<file path="config.mk">
export PLATFORM = sky130hd
export DESIGN_NAME = decoder_2to4_timed
export DESIGN_NICKNAME = d
export VERILOG_FILES = /design/src/rtl/decoder_2to4_timed.sv
export SDC_FILE = /design/constraint.sdc
export NUM_CORES = 1
export LEC_CHECK = 0
export CORE_MARGIN = 3
export CORE_UTILIZATION = 32
export DETAILED_ROUTE_END_ITERATION = 16
export GPL_TIMING_DRIVEN = 0
export PLACE_DENSITY = 0.52
export SYNTH_ARGS = -nofsm -noshare
export SYNTH_HDL_FRONTEND = slang
export SYNTH_SLANG_ARGS = --single-unit
</file>
<file path="constraint.sdc">
create_clock -name clk -period 2 [get_ports clk]
set_input_delay 0.4 -clock clk [delete_from_list [all_inputs] [get_ports clk]]
set_output_delay 0.4 -clock clk [all_outputs]
set_load 0.005 [all_outputs]
</file>
<file path="src/rtl/decoder_2to4_timed.sv">
// Registered 2-to-4 decoder for the receive end of the 2-bit line code.
// Each accepted code drives one one-hot line for HOLD_CYCLES, followed by a GAP_CYCLES idle gap.
module decoder_2to4_timed #(
  parameter int unsigned HOLD_CYCLES = 4,
  parameter int unsigned GAP_CYCLES  = 1
) (
  input  logic clk,
  input  logic rst,
  input  logic en,
  input  logic in_valid,
  input  logic y0,
  input  logic y1,
  output logic in_ready,
  output logic d0,
  output logic d1,
  output logic d2,
  output logic d3,
  output logic busy,
  output logic done,
  output logic abort
);

  typedef enum logic [1:0] {StIdle, StActive, StGap} state_e;

  localparam logic [7:0] HoldLoad = 8'(HOLD_CYCLES - 1);
  localparam logic [7:0] GapLoad  = (GAP_CYCLES == 0) ? 8'd0 : 8'(GAP_CYCLES - 1);
  localparam bit         NoGap    = (GAP_CYCLES == 0);

  state_e     state_q, state_d;
  logic [7:0] cnt_q, cnt_d;
  logic [1:0] code_q, code_d;
  logic [3:0] d_q, d_d;
  logic       done_q, done_d;
  logic       abort_q, abort_d;
  logic       accept;

  // Gated by rst so the sender never sees ready while the block is held in reset.
  assign in_ready = en & ~rst & (state_q == StIdle);
  assign accept   = in_valid & in_ready;

  always_comb begin
    state_d = state_q;
    cnt_d   = cnt_q;
    code_d  = code_q;
    done_d  = 1'b0;
    abort_d = 1'b0;

    unique case (state_q)
      StIdle: begin
        if (accept) begin
          code_d  = {y1, y0};
          cnt_d   = HoldLoad;
          state_d = StActive;
        end
      end
      StActive: begin
        // A falling enable wins over a hold that completes on the same edge.
        if (!en || cnt_q == 8'd0) begin
          abort_d = ~en;
          done_d  = en;
          cnt_d   = GapLoad;
          state_d = NoGap ? StIdle : StGap;
        end else begin
          cnt_d = cnt_q - 8'd1;
        end
      end
      StGap: begin
        if (cnt_q == 8'd0) begin
          state_d = StIdle;
        end else begin
          cnt_d = cnt_q - 8'd1;
        end
      end
      default: begin
        state_d = StIdle;
        cnt_d   = 8'd0;
      end
    endcase
  end

  always_comb begin
    d_d = 4'b0000;
    if (state_d == StActive) begin
      unique case (code_d)
        2'b00:   d_d = 4'b0001;
        2'b01:   d_d = 4'b0010;
        2'b10:   d_d = 4'b0100;
        2'b11:   d_d = 4'b1000;
        default: d_d = 4'b0000;
      endcase
    end
  end

  always_ff @(posedge clk or posedge rst) begin
    if (rst) begin
      state_q <= StIdle;
      cnt_q   <= 8'd0;
      code_q  <= 2'b00;
      d_q     <= 4'b0000;
      done_q  <= 1'b0;
      abort_q <= 1'b0;
    end else begin
      state_q <= state_d;
      cnt_q   <= cnt_d;
      code_q  <= code_d;
      d_q     <= d_d;
      done_q  <= done_d;
      abort_q <= abort_d;
    end
  end

  assign busy  = (state_q != StIdle);
  assign done  = done_q;
  assign abort = abort_q;
  assign d0    = d_q[0];
  assign d1    = d_q[1];
  assign d2    = d_q[2];
  assign d3    = d_q[3];

endmodule

</file>
### Yosys cells after proc, flatten, opt, wreduce, memory -nomap -nowiden

Cells that the tools add are included.

| operators by class | value |
|---|---|
| add/subtract/negate cells | 1 |
| $mul | 0 |
| divide/modulo/power cells | 0 |
| $lt $le $gt $ge | 0 |
| eq/ne operators | 8 |
| shift operators | 0 |
| muxes and demuxes | 16 |
| bitwise logic cells | 5 |
| reductions and logical operators | 7 |

Operators by type and width:

| operator | number |
|---|---|
| two-way mux 8 bit | 3 |
| case mux 8 bit (3 select lines) | 1 |
| case mux 4 bit (4 select lines) | 1 |
| two-way mux 2 bit | 5 |
| zero test 8 bit | 1 |
| subtractor 8 x 1 -> 8 bit, second input constant | 1 |
| == test 2 x 1 -> 1 bit, second input constant | 3 |
| == test 2 bit, second input constant | 3 |
| case mux 2 bit (3 select lines) | 1 |
| zero test 2 bit | 2 |
| two-way mux 1 bit | 4 |
| two-way mux 4 bit | 1 |
| != test 2 bit, second input constant | 2 |
| bitwise AND 1 bit | 3 |
| NOT 1 bit | 2 |
| AND reduction 2 bit | 1 |
| nonzero test 2 bit | 1 |
| zero test 1 bit | 1 |
| logical OR 1 bit | 1 |

| storage, ports and cells | value |
|---|---|
| flip-flop bits (word level) | 18 |
| bits in latches | 0 |
| bits in writable memories | 0 |
| ROM bits | 0 |
| output and inout port bits | 8 |
| word-level logic and storage cells | 43 |
| memories | 0 |

### Longest topological paths before layout

| depth | value |
|---|---|
| depth in word-level cells | 9 |
| depth in mapped cells | 7 |

### Worst setup path after synthesis

OpenSTA, ideal clock, no wires.

| timing | value |
|---|---|
| path kind | input to register |
| start point | input port rst |
| end point | register cnt_q[5] |
| arrival | 1,832 ps |
| data required time | 1,927 ps |
| path slack | 94 ps |
| stages | 5 |
| path buffers | 1 |
| path through | inv_1 -> a31oi_4 -> buf_6 -> or4_4 -> a21oi_2 |

| on the way | value |
|---|---|
| cells in the longest elaborated chain, start to end | 6 |

Ends and longest elaborated chain:

| what | line | source |
|---|---|---|
| start: declaration | 8 | `input logic rst,` |
| NOT 1 bit | 38 | `assign in_ready = en & ~rst & (state_q == StIdle);` |
| bitwise AND 1 bit (2 in series) | 38 |  |
| bitwise AND 1 bit | 39 | `assign accept = in_valid & in_ready;` |
| != test 2 bit (no line) | -- |  |
| AND reduction 2 bit (no line) | -- |  |
| end signal: assignment | 104 | `cnt_q <= cnt_d;` |
| end: declaration | 30 | `logic [7:0] cnt_q, cnt_d;` |

Every way passes these cells.
A chain may end at the register's enable or synchronous reset.

### Final worst setup path

| timing | value |
|---|---|
| start point | register cnt_q[0] |
| end point | register cnt_q[5] |

| on the way | value |
|---|---|
| cells in the longest elaborated chain, start to end | 4 |

Ends and longest elaborated chain:

| what |
|---|
| parallel branches: the longest is 4 deep, another holds subtractor 8 x 1 -> 8 bit |

Parallel ways; which one is timed is not known. The select of a mux whose other input is x is not followed.

==> results_dict.tcl <==
set metrics [dict create \
    grt_pass1_vias 760 \
    place_hpwl_um 1480 \
    die_h_um 61.1 \
    synth_edf_count 0 \
    worstPathMaxFanout 10 \
    routedWlPerCell_um 14.4 \
    io_buffers 13 \
    drc 0 \
    cts_buffers 3 \
    overflow 0 \
    switching_power_uw 696 \
    ctsHoldBuffers 0 \
    p_int_uw 993 \
    p_seq_frac 0.360 \
    synth_area_leaders "dfrtp_1 46%, a21oi_1 4.6%, o31ai_1 4.6%, o32ai_1 3.6%, inv_1 3.1%" \
    vias_per_cell 5.31 \
    synth_nets 100 \
    place_congestion 0.711 \
    mostFrequentLayoutCells "17 x dfrtp_1, 10 x clkdlybuf4s50_1, 8 x a21oi_1" \
    pin_count 14 \
    status "complete, no violations" \
    clk_pin_slew_ns 0.11 \
    h-tree-depth 1 \
    power_frac_clock 0.136 \
    final_nets 122 \
    drive_gt1_frac 0.239 \
    antenna_left 0 \
    grt_use_total 0.133 \
    grt_max_degree 11 \
    p_leak_uw 0.000534 \
    cts_buffer_depth 2 \
    peakVddDrop_mv 0.606 \
    drtPass1Iterations 4 \
    power.density_nw_per_um2 1370 \
    cts.sinks 18 \
    final_common_cell "dfrtp_1" \
    crit_path_end_kind "flop" \
    total_power_uw 1690 \
    slew_headroom 0.643 \
    rsz0062_at_grt "no" \
    arrival_ns 2.13 \
    synth_seq_area_share 0.464 \
    fillCellCount 273 \
    synth_area_um2 971 \
    p_comb_frac 0.503 \
    slew_violations 0 \
    setup_tns_ns 0 \
    synth-seq-cells 18 \
    synth_cells 92 \
    antenna_found_initial 0 \
    fmax_mhz 530 \
    area_delta_synth_final_pct 26.9 \
    drt_iter0_markers 34 \
    ys.flop_type "dfrtp_1" \
    ys_warn_count 0 \
    clk_latency_ns 0.30 \
    synth_top_cell_by_area "dfrtp_1" \
    maxCapViolCount 0 \
    num_rows 19 \
    cp-start-kind "flop" \
    synth_area_per_cell_um2 10.6 \
    async_reset_ff_frac 1.00 \
    die_w_um 61.1 \
    min_path_type "input pin to asynchronous set/reset pin" \
    wl_um 2070 \
    via_count 764 \
    start_util 0.343 \
    switching_share 0.412 \
    dieArea_um2 3730 \
    finalClockSkew_ns 0.00548 \
    tightest_slew_ns 0.532 \
    period_minus_slack_ns 1.89 \
    grt_pass1_wl_um 3550 \
    synth_top_area_share 0.464 \
    min_period_over_period 0.943 \
    ys_types 35 \
    core_um2 2830 \
    hold_viol 0 \
    critical_path_class "flop to flop" \
    post-place-ws_ns -0.652 \
    cts_tree "yes" \
    diodes 0 \
    fin_ws_ns 0.115 \
    crit_required_ns 2.24 \
    r2r_setup_slack_ns 0.11 \
    clock-root-buffer "clkbuf_4" \
    setup_viol 0 \
]
## worst max-delay path, cell delays in order (launching register included)
cell,delay [ns]
dfrtp_1,0.42
inv_1,0.10
ha_1,0.21
nor3b_4,0.16
and3_4,0.19
buf_6,0.14
or4_4,0.48
a21oi_2,0.13
## final timing paths
check / start / endpoint / depth (start not counted)
setup / recovery: cnt_q[0] / cnt_q[5] / 7
hold / removal: rst / cnt_q[5] / 2
setup reg to reg: cnt_q[0] / cnt_q[5] / 7
hold reg to reg: code_q[0] / d_q[2] / 1
max in group asynchronous: rst / abort / 2
min in group clk: code_q[0] / d_q[2] / 1
## cell families (layout without fill, tap and decap cells)
group	count (synthesis)	after routing	share of synthesized area
AOI/OAI and AO/OA	29	29	0.222
buffers and inverters	11	32	0.0580
DFF	18	18	0.464
adders and majority gates	2	2	0.0258
muxes	2	2	0.0219
and+or+nand+nor	30	30	0.209
## sequential cells by signal, indices dropped and copies added, names as in the netlist
signal and count:
abort 1, cnt_q 8, code_q 2, d_q 4, done 1, state_q 2
## cell type report
type / count / area, µm² / share of cell area
Multi-Input combinational cell: 63 / 488 / 0.396
Sequential cell: 18 / 452 / 0.366
Timing Repair Buffer: 16 / 153 / 0.124
Tap cell: 31 / 38.8 / 0.0315
Inverter: 9 / 37.5 / 0.0305
Clock buffer: 4 / 36.3 / 0.0294
Buffer: 2 / 22.5 / 0.0183
Timing Repair inverter: 1 / 5.00 / 0.00406
## per-stage QoR
| step | instances | area, µm² | util | hold WS (ns) |
|---|---|---|---|---|
| global route | 144 | 1230 | 0.436 | 0.294 |
| global placement | 136 | 1140 | 0.403 | 0.481 |
| detailed placement | 136 | 1140 | 0.403 | 0.476 |
| floorplan | 92 | 971 | - | 0.374 |
| CTS | 144 | 1210 | 0.427 | 0.304 |
| finish | 144 | 1230 | 0.436 | 0.292 |
## power by group through the flow
| stage | Combinational [µW] | Clock (µW) | Sequential (µW) |
|---|---|---|---|
| floorplan | 600 | 0 | 586 |
| global placement | 774 | 0 | 612 |
| detailed placement | 783 | 0 | 616 |
| CTS | 823 | 241 | 600 |
| global route | 952 | 259 | 626 |
| finish | 850 | 230 | 609 |
## cell usage after synthesis, types with 2 or more instances
master and number:
dfrtp_1 18, a21oi_1 9, inv_1 8, o31ai_1 6
nand2_1 5, nor2_1 5, o21ai_0 4, o32ai_1 4
or4_1 4, buf_6 2, ha_1 2, nor3_1 2
## per-layer routing
| metal | global-route usage | up-vias | routed length, µm |
|---|---|---|---|
| met5 | 0 | - | 0 |
| met4 | 0.0464 | 0 | 22 |
| met3 | 0.0377 | 2 | 66 |
| met2 | 0.210 | 9 | 1010 |
| met1 | 0.173 | 365 | 971 |
| li1 | - | 388 | - |
## what timing repair did
| item | CTS | global route |
|---|---|---|
| setup buffers | 3 | 0 |
| setup endpoints to repair | 13 | 6 |
| gates cloned | 1 | 0 |
| resized for setup | 5 | 5 |
| pin swaps | 0 | 0 |
No activity file was read; power rests on OpenSTA's default activity.
